File: config.mk
export PLATFORM = sky130hd
export DESIGN_NAME = alu_issue_stage
export DESIGN_NICKNAME = d
export VERILOG_FILES = /design/src/rtl/alu_issue_stage.sv
export SDC_FILE = /design/constraint.sdc
export NUM_CORES = 1
export LEC_CHECK = 0
export BUFFER_PORTS_ARGS = -buffer_cell sky130_fd_sc_hd__buf_2
export CAP_MARGIN = 20
export CORE_ASPECT_RATIO = 2
export CORE_MARGIN = 2
export CORE_UTILIZATION = 42
export DETAILED_ROUTE_END_ITERATION = 7
export PLACE_DENSITY = 0.78
export SETUP_SLACK_MARGIN = 0.02
export SLEW_MARGIN = 20
export SYNTH_ARGS = -nofsm -noshare
export SYNTH_HDL_FRONTEND = slang
export SYNTH_SLANG_ARGS = --single-unit
File: constraint.sdc
create_clock -name clk -period 4.8 [get_ports clk]
set_clock_uncertainty 0.1 [all_clocks]
set_input_delay 0.24 -clock clk [delete_from_list [all_inputs] [get_ports clk]]
set_output_delay 0.24 -clock clk [all_outputs]
set_load 0.005 [all_outputs]
File: src/rtl/alu_issue_stage.sv
// EX issue stage: holds one decoded instruction, forwards MEM/WB results onto
// its operands, and inserts a single bubble on a load-use hazard.
module alu_issue_stage #(
  parameter int DWIDTH = 32
) (
  input  logic              clk,
  input  logic              rst,

  input  logic              id_valid,
  output logic              id_ready,
  input  logic [DWIDTH-1:0] id_rs1_val,
  input  logic [DWIDTH-1:0] id_rs2_val,
  input  logic [DWIDTH-1:0] id_imm,
  input  logic [DWIDTH-1:0] id_pc,
  input  logic [4:0]        id_rs1_addr,
  input  logic [4:0]        id_rs2_addr,
  input  logic [4:0]        id_rd_addr,
  input  logic              id_reg_we,
  input  logic              id_is_load,
  input  logic              id_a_sel,
  input  logic              id_b_sel,
  input  logic [3:0]        id_alu_ctrl,

  input  logic              mem_reg_we,
  input  logic [4:0]        mem_rd_addr,
  input  logic [DWIDTH-1:0] mem_result,
  input  logic              wb_reg_we,
  input  logic [4:0]        wb_rd_addr,
  input  logic [DWIDTH-1:0] wb_result,

  input  logic              flush,
  input  logic              ex_ready,

  output logic              ex_valid,
  output logic [DWIDTH-1:0] alu_a,
  output logic [DWIDTH-1:0] alu_b,
  output logic [3:0]        alu_ctl,
  output logic [DWIDTH-1:0] ex_store_data,
  output logic [4:0]        ex_rd_addr,
  output logic              ex_reg_we,
  output logic              ex_is_load
);

  logic              valid_q;
  logic [DWIDTH-1:0] rs1_val_q;
  logic [DWIDTH-1:0] rs2_val_q;
  logic [DWIDTH-1:0] imm_q;
  logic [DWIDTH-1:0] pc_q;
  logic [4:0]        rs1_addr_q;
  logic [4:0]        rs2_addr_q;
  logic [4:0]        rd_addr_q;
  logic              reg_we_q;
  logic              is_load_q;
  logic              a_sel_q;
  logic              b_sel_q;
  logic [3:0]        alu_ctrl_q;

  logic [DWIDTH-1:0] rs1_fwd;
  logic [DWIDTH-1:0] rs2_fwd;
  logic              hazard;
  logic              advance;
  logic              accept;

  // MEM is the younger producer, so it wins over WB; x0 is never forwarded.
  always_comb begin
    rs1_fwd = rs1_val_q;
    if (rs1_addr_q != 5'd0 && mem_reg_we && mem_rd_addr == rs1_addr_q)
      rs1_fwd = mem_result;
    else if (rs1_addr_q != 5'd0 && wb_reg_we && wb_rd_addr == rs1_addr_q)
      rs1_fwd = wb_result;
  end

  always_comb begin
    rs2_fwd = rs2_val_q;
    if (rs2_addr_q != 5'd0 && mem_reg_we && mem_rd_addr == rs2_addr_q)
      rs2_fwd = mem_result;
    else if (rs2_addr_q != 5'd0 && wb_reg_we && wb_rd_addr == rs2_addr_q)
      rs2_fwd = wb_result;
  end

  // Both source addresses are compared even if the operand is unused.
  always_comb begin
    hazard = valid_q && is_load_q && (rd_addr_q != 5'd0) &&
             ((rd_addr_q == id_rs1_addr) || (rd_addr_q == id_rs2_addr));
  end

  assign advance  = ex_ready || !valid_q;
  assign id_ready = advance && !hazard && !flush;
  assign accept   = id_valid && id_ready;

  always_ff @(posedge clk or posedge rst) begin
    if (rst) begin
      valid_q    <= 1'b0;
      rs1_val_q  <= '0;
      rs2_val_q  <= '0;
      imm_q      <= '0;
      pc_q       <= '0;
      rs1_addr_q <= 5'd0;
      rs2_addr_q <= 5'd0;
      rd_addr_q  <= 5'd0;
      reg_we_q   <= 1'b0;
      is_load_q  <= 1'b0;
      a_sel_q    <= 1'b0;
      b_sel_q    <= 1'b0;
      alu_ctrl_q <= 4'd0;
    end else if (flush) begin
      valid_q <= 1'b0;
    end else if (accept) begin
      valid_q    <= 1'b1;
      rs1_val_q  <= id_rs1_val;
      rs2_val_q  <= id_rs2_val;
      imm_q      <= id_imm;
      pc_q       <= id_pc;
      rs1_addr_q <= id_rs1_addr;
      rs2_addr_q <= id_rs2_addr;
      rd_addr_q  <= id_rd_addr;
      reg_we_q   <= id_reg_we;
      is_load_q  <= id_is_load;
      a_sel_q    <= id_a_sel;
      b_sel_q    <= id_b_sel;
      alu_ctrl_q <= id_alu_ctrl;
    end else if (advance) begin
      valid_q <= 1'b0;
    end else begin
      // Held: capture forwarded operands before the producer retires.
      rs1_val_q <= rs1_fwd;
      rs2_val_q <= rs2_fwd;
    end
  end

  assign ex_valid      = valid_q;
  assign alu_a         = a_sel_q ? pc_q : rs1_fwd;
  assign alu_b         = b_sel_q ? imm_q : rs2_fwd;
  assign alu_ctl       = alu_ctrl_q;
  assign ex_store_data = rs2_fwd;
  assign ex_rd_addr    = rd_addr_q;
  assign ex_reg_we     = valid_q && reg_we_q;
  assign ex_is_load    = valid_q && is_load_q;

endmodule

==> reports/results.ini <==
[grt]
overflow=0
grt_max_degree=73
antenna_found_initial=7
grt_pass1_vias=10900
groute.usage.overall_pct=31.7
grt_pass1_wl_microns=60500

[setup_path]
cp_data_arrival_time_ns=3.31
path_class=flop to output port
cp-start-kind=flop
critPathMaxFanout=33
path_cells=xnor2_2, buf_4, and4_1, buf_4, a21oi_1, o22ai_1, o21ai_0, buf_2
critical_path_buf_inv_count=3
cp_slowest_stage_delay_ns=0.77
worst_setup_path_end_kind=output port
crit_family=buffers and inverters
required_ns=4.46
slowest_stage=and4_1
cp_common_cell=buf_4

[clock_tree]
clock_sinks=152
cts_root_buffer=clkbuf_16
cts_tree=yes
clk-insertion-delay-late_ns=0.46
cts_setup_buffers=0
clockBufferDepth=2
cts_inserted_buffers=17
holdBufCountCts=142
cts-resized-gates=0
clkTransAtPathRegs_ns=0.06
htreeDepth=4

[sta]
final-hold-violation-count=0
tightest_slew_ns=1.12
fin_crit_sh_pct=76.0
period_needed_ns=3.65
rsz0062_at_grt=no
setup_violations=0
finalSetupTns_ns=0
clock.fmax_ghz=0.274
relSlewSlack_pct=25.6
layout_setup_ws_ns=1.15
slew_violations=0

[floorplanning]
die_h_microns=219
die_w_microns=112
core_sq_mm=0.0227
fp-row-count=78
ios=341
start_util_pct=42.7
die-area_sq_mm=0.0245

[yosys]
synthDistinctLibCells=40
yosys.area.top_type=dfrtp_1
synth_area_sq_mm=0.00972
synth_top_family_by_area=compound AO/OA/AOI/OAI gates
synth_top_area_share_pct=39.1
syn_inst=1095
ys_ff_latch=152
avgSynthCellArea_sq_um=8.88
synth_nets=1327
yosys.area_share.simple_pct=11.6
seq_area_frac_synth_pct=39.1
synthAdderAreaFrac_pct=0
synth-edff-count=0
synth_xor_area_share_pct=2.70
synthMuxAreaShare_pct=10.1
synth_compound_area_share_pct=26.2
async_flop_share_pct=100
synthFlopType=dfrtp_1
netlist_top_cells_area=dfrtp_1 39%, mux2_2 9.2%, o2111ai_1 5.8%
yosys_warnings=0

[cells_and_area]
syn2layout_area_growth_pct=39.1
nNetsFinal=1726
final_core_util_pct=59.5
fillerInstances=1877
final_area_sq_mm=0.0135
drive_gt1_share_pct=33.0
final_common_cell=buf_2
layout_common_cells=340 x buf_2, 150 x dfrtp_1, 142 x dlygate4sd3_1
instances_no_fill=1795

[place]
post-place-ws_ns=1.70
dp.cells=1613
hpwl_microns=26300
placed_area_sq_mm=0.0115
gp_congestion=0.937
io_buffers=340

[detailed_routing]
drcViolationCount=0
drtIter0Drc=1195
via_count=10800
drt-vias-per-instance=6.01
firstDrtPassIters=6
final_antenna_net_count=0
wirelength_microns=39700
routedWlPerCell_microns=22.1

[min_path]
worstHoldPathType=primary input to flop

[flow_run]
maxCapViolations=0

[power]
leakage_nw=6.33
ir_worst_vdd_v=0.000298
powerDensity_mw_per_mm2=350

[outcome]
status=finished, final reports clean

metrics by stage:
step / power (mW) / hold slack [ns]
2_1_floorplan: 2.57 / 0.272
3_3_place_gp: 3.14 / 0.298
3_5_place_dp: 3.19 / 0.307
4_1_cts: 4.69 / 0.00291
5_1_grt: 4.94 / 0.0236
6_report: 4.73 / 0.00950
Yosys cell counts (4+ instances only):
| library cell | n |
|---|---|
| o22ai_1 | 64 |
| o31ai_1 | 21 |
| nand2_1 | 96 |
| buf_2 | 19 |
| clkbuf_1 | 99 |
| dfrtp_1 | 152 |
| inv_1 | 129 |
| nand3_1 | 32 |
| o21ai_0 | 64 |
| o221ai_1 | 64 |
| a21oi_1 | 64 |
| nor2_1 | 5 |
| nand4b_1 | 32 |
| o2111ai_1 | 64 |
| o31ai_2 | 11 |
| mux2_1 | 8 |
| xor2_1 | 14 |
| mux2_2 | 79 |
| buf_6 | 4 |
| xnor2_1 | 16 |
| and3_1 | 32 |
layer usage:
metal	up-vias	share of wire (%)	track usage (%)
met5	-	0	0
met4	0	5.4	18.1
met3	159	6.6	5.72
met2	641	51	55.1
met1	5166	37	36.3
li1	4825	-	-
cell families after synthesis:
logic type      count (synthesis)
compound gates                362
xor+xnor                       30
buf+inv                       252
flops                         152
mux                            87
simple gates                  212
worst paths after layout:
path,cells after the start,start,to,slack [ns]
worst min-delay path,3,id_rs1_val[24],rs1_val_q[24],0.009
max in group asynchronous,4,rst,pc_q[20],3.12
worst max register to register,6,ex_rd_addr[2],pc_q[20],1.61
worst min register to register,1,alu_ctl[3],alu_ctl[3],0.40
min in group asynchronous,3,rst,imm_q[6],0.35
worst max-delay path,8,rs2_addr_q[0],alu_b[24],1.15
sequential cells by signal (all words and copies together) (netlist names):
name	count
ex_valid	1
rs1_val_q	32
rs1_addr_q	5
ex_rd_addr	5
is_load_q	1
pc_q	32
b_sel_q	1
imm_q	32
alu_ctl	4
a_sel_q	1
rs2_val_q	32
reg_we_q	1
rs2_addr_q	5
where the power goes:
part	total, mW	switching (mW)	internal (mW)	leakage, nW
Combinational	1.64	0.941	0.701	4.22
Clock	1.42	0.585	0.831	0.280
Sequential	1.68	0.174	1.50	1.82
Total	4.73	1.70	3.03	6.33
final cells by class:
class / count / area, sq um / share of cell area, %
Clock buffer: 21 / 450 / 3.33
Tap cell: 280 / 350 / 2.59
Antenna cell: 8 / 20.0 / 0.148
Inverter: 129 / 489 / 3.62
Timing Repair Buffer: 503 / 3280 / 24.3
Multi-Input combinational cell: 691 / 4970 / 36.8
Sequential cell: 152 / 3810 / 28.2
Clock inverter: 11 / 148 / 1.09
tightest hold or removal path, cell delays in order:
cell and delay [ns]:
buf_2 0.08, o2111ai_1 0.11, o221ai_1 0.09
Power figures use the tool's default switching activity.
